<file path="src/rtl/keypad_column_conditioner.sv">
// Keypad column front-end: 2-flop synchronizer plus per-column hold filter.
// Presses pass straight through; a release waits for HOLD_CYCLES of continuous low.
module keypad_column_conditioner #(
    parameter int HOLD_CYCLES = 240000,
    parameter int CNT_W       = $clog2(HOLD_CYCLES)
) (
    input  logic       clk,
    input  logic       reset,
    input  logic [3:0] c_raw,
    output logic [3:0] c,
    output logic       any_active,
    output logic [3:0] released
);

    // HOLD_CYCLES=1 gives a zero-width counter, so keep at least one bit.
    localparam int CW = (CNT_W < 1) ? 1 : CNT_W;
    localparam logic [CW-1:0] LAST_CNT = CW'(HOLD_CYCLES - 1);

    typedef enum logic [1:0] {
        IDLE,
        HELD,
        RELEASING
    } state_t;

    logic [3:0]    r_sync1;
    logic [3:0]    r_sync2;
    state_t        r_state [4];
    logic [CW-1:0] r_cnt [4];
    logic [3:0]    r_c;
    logic          r_anyActive;
    logic [3:0]    r_released;

    state_t        w_nextState [4];
    logic [CW-1:0] w_nextCnt [4];
    logic [3:0]    w_nextC;
    logic [3:0]    w_releaseNow;

    always_ff @(posedge clk or posedge reset) begin
        if (reset) begin
            r_sync1 <= 4'b0000;
            r_sync2 <= 4'b0000;
        end else begin
            r_sync1 <= c_raw;
            r_sync2 <= r_sync1;
        end
    end

    always_comb begin
        w_nextC      = 4'b0000;
        w_releaseNow = 4'b0000;
        for (int i = 0; i < 4; i++) begin
            w_nextState[i] = r_state[i];
            w_nextCnt[i]   = r_cnt[i];
            case (r_state[i])
                IDLE: begin
                    if (r_sync2[i]) begin
                        w_nextState[i] = HELD;
                    end
                end
                HELD: begin
                    if (!r_sync2[i]) begin
                        w_nextState[i] = RELEASING;
                        w_nextCnt[i]   = '0;
                    end
                end
                RELEASING: begin
                    if (r_sync2[i]) begin
                        w_nextState[i] = HELD;
                        w_nextCnt[i]   = '0;
                    end else if (r_cnt[i] == LAST_CNT) begin
                        w_nextState[i]  = IDLE;
                        w_releaseNow[i] = 1'b1;
                    end else begin
                        w_nextCnt[i] = r_cnt[i] + CW'(1);
                    end
                end
                default: begin
                    w_nextState[i] = IDLE;
                    w_nextCnt[i]   = '0;
                end
            endcase
            w_nextC[i] = (w_nextState[i] != IDLE);
        end
    end

    // Outputs are registered from next-state so c, any_active and released line up.
    always_ff @(posedge clk or posedge reset) begin
        if (reset) begin
            for (int i = 0; i < 4; i++) begin
                r_state[i] <= IDLE;
                r_cnt[i]   <= '0;
            end
            r_c         <= 4'b0000;
            r_anyActive <= 1'b0;
            r_released  <= 4'b0000;
        end else begin
            for (int i = 0; i < 4; i++) begin
                r_state[i] <= w_nextState[i];
                r_cnt[i]   <= w_nextCnt[i];
            end
            r_c         <= w_nextC;
            r_anyActive <= |w_nextC;
            r_released  <= w_releaseNow;
        end
    end

    assign c          = r_c;
    assign any_active = r_anyActive;
    assign released   = r_released;

endmodule

</file>
<file path="config.mk">
export PLATFORM = sky130hd
export DESIGN_NAME = keypad_column_conditioner
export DESIGN_NICKNAME = d
export VERILOG_FILES = /design/src/rtl/keypad_column_conditioner.sv
export SDC_FILE = /design/constraint.sdc
export NUM_CORES = 1
export LEC_CHECK = 0
export CAP_MARGIN = 10
export CORE_MARGIN = 1.5
export CORE_UTILIZATION = 55
export CTS_CLUSTER_DIAMETER = 200
export DETAILED_ROUTE_END_ITERATION = 10
export PLACE_DENSITY_LB_ADDON = 0.08
export SLEW_MARGIN = 20
export SYNTH_ARGS = -nofsm -noshare
export SYNTH_HDL_FRONTEND = slang
export SYNTH_SLANG_ARGS = --single-unit
</file>
<file path="constraint.sdc">
create_clock -name clk -period 10.75 [get_ports clk]
set_input_delay 2.6875 -clock clk [delete_from_list [all_inputs] [get_ports clk]]
set_output_delay 2.6875 -clock clk [all_outputs]
set_load 0.01 [all_outputs]
</file>
After elaboration in Yosys (flattened, before gate mapping). Cells that the tools add are included.

Bits in registers: 97. Logic and storage cells: 102. Output and inout bits: 9. Input port bits: 6.

Bitwise gates (word level): 4. Add/subtract/negate cells: 4. Reductions and logical operators: 13. Mux-type cells: 48. Equal/unequal tests: 20.

Operator list (count): $mux W18 (12); $pmux W18 S3 (4); $add A18 B1 Y18 const B (4); $eq A18 B18 Y1 const B (4); $mux W2 (16); $pmux W2 S3 (4); $mux W1 (12); $ne A3 B3 Y1 const B (4); $reduce_and A3 Y1 (4); $eq A2 B1 Y1 const B (4); $eq A2 B2 Y1 const B (4); $logic_not A2 Y1 (4); $ne A2 B2 Y1 const B (4); $reduce_bool A2 Y1 (4); $not A1 Y1 (4); $reduce_or A4 Y1 (1).

Logic depth before layout (Yosys ltp).
Word-level depth: 6. Gate-level depth with buffers: 7. Gate-level depth less buffers: 7.

Least setup slack after synthesis. OpenSTA, ideal clock, no wires.

Path type: register to output. Start point: register r_anyActive, in the netlist any_active. End point: output any_active. Arrival: 0.376 ns. Slack: 7.687 ns. Path buffers: 0. Stages on the path, launching flop included: 1. Required time: 8.062 ns. Cells stage by stage: dfrtp_1.

RTL lines: from (decl) (RTL line 30) `logic r_anyActive;`; from (signal assigned) (RTL line 102) `r_anyActive <= |w_nextC;`; to (decl) (RTL line 11) `output logic any_active,`.

No word-level cell between the ends.

Final worst setup path.
Start point: register r_c[3], in the netlist c[3]. End point: output c[3].

RTL lines: from (decl) (RTL line 29) `logic [3:0] r_c;`; from (signal assigned) (RTL line 101) `r_c <= w_nextC;`; to (decl) (RTL line 10) `output logic [3:0] c,`.

No word-level cell between the ends.

==> flow_metrics.tcl <==
set metrics [dict create \
    status "finished clean" \
    syn_nets 544 \
    grt_max_degree 60 \
    syn_inst 534 \
    place_congestion 0.835 \
    timing_hold_violations_final 0 \
    die-area_um2 9810 \
    nets 554 \
    design_area_um2 5550 \
    place_area_um2 5290 \
    p_leak_uw 0.00225 \
    antenna_found_initial 0 \
    yosysTopAreaCell "dfrtp_1" \
    hp-class "reg -> reg" \
    setup_tns_ns 0 \
    fp.dieH_um 99.1 \
    max_freq_mhz 255 \
    core_area_um2 8850 \
    first_pass_iters 5 \
    clock-sinks 97 \
    wl_per_cell_um 15.5 \
    drive_gt1_frac 0.0674 \
    critPathMaxStageDelay_ns 0.53 \
    maxCapViolCount 0 \
    required_ns 8.06 \
    cts_hold_buf 0 \
    drtIter0Drc 176 \
    ys_seq_area_frac 0.478 \
    via_per_inst 6.24 \
    grt_pass1_vias 3788 \
    die_w_um 99.1 \
    cts_max_level 3 \
    path_class "reg -> out" \
    areaGrowthSynthToFinish_pct 9.27 \
    postRouteAntennaNets 0 \
    yosysTopAreaCellShare 0.478 \
    cts_buffer_depth 2 \
    port_buffers 14 \
    cts_buffers 9 \
    wirelength_um 10200 \
    final_util 0.627 \
    rows 34 \
    crit_fanout 1 \
    grt_pass1_wl_um 17700 \
    hpwl_um 7030 \
    end_kind "output pin" \
    place_inst 641 \
    grt_overflow 0 \
    finalNonFillerCells 657 \
    clock_latency_ns 0.37 \
    critical_path.top_delay_family "buffers and inverters" \
    postCtsSetupBuffers 0 \
    clk_pin_slew_ns 0.09 \
    power_density_nw_per_um2 132 \
    avgSynthCellArea_um2 9.51 \
    fillCellCount 767 \
    ctsRootBufferMaster "clkbuf_8" \
    yosys_warnings 0 \
    synth_edf_count 0 \
    finalMaxSlewViolations 0 \
    synthArstFlopShare 1.00 \
    max_slew_margin 0.367 \
    worstPathArrival_ns 1.24 \
    ys_types 63 \
    setup_viol 0 \
    cp_slowest_cell "clkdlybuf4s50_1" \
    grt_util_all_layers 0.221 \
    route.detailed.drc 0 \
    ys_seq_elements 97 \
    syn_area_um2 5080 \
    tritoncts "done" \
    synthFlopType "dfrtp_1" \
    ir_worst_vdd_mv 0.109 \
    finClkSkew_ns 0.0131 \
    via_count 4099 \
    fin_crit_sh 0.365 \
    initial_utilization 0.574 \
    diodes 0 \
    path_buf_inv 1 \
    synthTopCellsByArea "dfrtp_1 (48%), a21oi_1 (4.0%), o21ai_0 (3.5%)" \
    path_cells "clkdlybuf4s50_1" \
    worst_slew_pin_slew_ns 0.948 \
    layout_min_cycle_time_ns 3.92 \
    start_kind "flop" \
    rsz0062_at_grt "no" \
    cts_resized 0 \
    ios 15 \
]
-- path summary, 6_finish.rpt --
kind / startpoint / end / slack, ns / cells after the start
min: r_sync1[2] / r_sync2[2] / 0.36 / 0
min in group asynchronous: reset / r_cnt[41] / 2.68 / 2
max in group asynchronous: reset / r_cnt[17] / 6.97 / 3
max reg2reg: r_cnt[61] / r_cnt[61] / 8.48 / 5
min reg2reg: r_sync1[2] / r_sync2[2] / 0.36 / 0
max: c[3] / c[3] / 6.83 / 1
-- sequential cells by signal, summed over array words and instances, names as in the netlist --
| name | cells |
|---|---|
| any_active | 1 |
| c | 4 |
| r_cnt | 72 |
| r_sync1 | 4 |
| r_sync2 | 4 |
| r_state | 8 |
| released | 4 |
-- per-stage QoR --
step                      total power (µW)  hold WS [ns]  worst slack, ns
after global placement                 444         0.331             6.49
after global routing                   757         0.362             6.70
after detailed placement               445         0.335             6.48
after CTS                              735         0.356             6.82
final                                  730         0.355             6.83
after floorplan                        427         0.331             5.53
-- synthesized netlist by cell type (all sizes together), types with 7 or more instances --
master,number
a21oi,42
clkbuf,11
nor2,42
xnor2,16
a21o,8
inv,14
and2,7
nand2,49
or3,10
nand3,26
o211ai,8
nor3,18
o21ai,37
or4,7
nand4,13
and4,9
and3,11
o31ai,8
dfrtp,97
nor4,13
-- worst reg2reg max path, stage by stage (launching register included) --
cell	delay [ns]
dfrtp_1	0.46
or4b_1	0.62
nor4_4	0.42
a21oi_2	0.19
nand2_1	0.15
mux2_1	0.32
-- layer usage --
layer  track usage  routed length [µm]  share of wire
met2         0.352                4750           0.47
met3        0.0319                 413          0.040
met1         0.318                4960           0.49
met5             0                   0              0
met4        0.0672                  85         0.0083
-- layout by cell type, fill, tap and decap left out, drive strengths merged, types with 5 or more instances in the layout --
master,count
o21ai,37
nand3,26
nor3b,5
dfrtp,97
a31oi,6
and4,9
a21oi,42
nand4,13
nor2,42
o211ai,8
or3,10
a31o,5
and3,11
clkdlybuf4s50,14
xnor2,16
o31ai,8
nor3,18
or4,7
nand2,49
nor2b,5
clkbuf,12
a21o,8
xor2,5
nand3b,6
inv,14
and2,7
nor4b,6
nor4,13
-- power by group --
| group | switching, µW | internal (µW) | leakage (µW) | total (µW) |
|---|---|---|---|---|
| logic | 34.9 | 18.1 | 0.000819 | 53.0 |
| clock network | 125 | 168 | 0.000127 | 293 |
| registers | 10.8 | 373 | 0.00130 | 384 |
-- final cells by class --
type,count,area [µm²],area share
inverter,14,55.1,0.00993
sequential,97,2430,0.438
tap,108,135,0.0244
timing repair buffer,15,148,0.0266
clock inverter,4,98.8,0.0178
multi-input combinational,407,2530,0.456
clock buffer,12,155,0.0280
-- logic make-up (layout without fill, tap and decap cells) --
kind of cell	count (synthesis)	after routing	share of synthesized area
AOI/OAI and AO/OA	131	131	0.162
and+or+nand+nor	247	247	0.281
buffers and inverters	30	45	0.0239
muxes	4	4	0.00838
adders and majority gates	4	4	0.00986
DFF	97	97	0.478
xor gates and xnor gates	21	21	0.0362
Note: power is estimated with default switching activity, not from simulation.
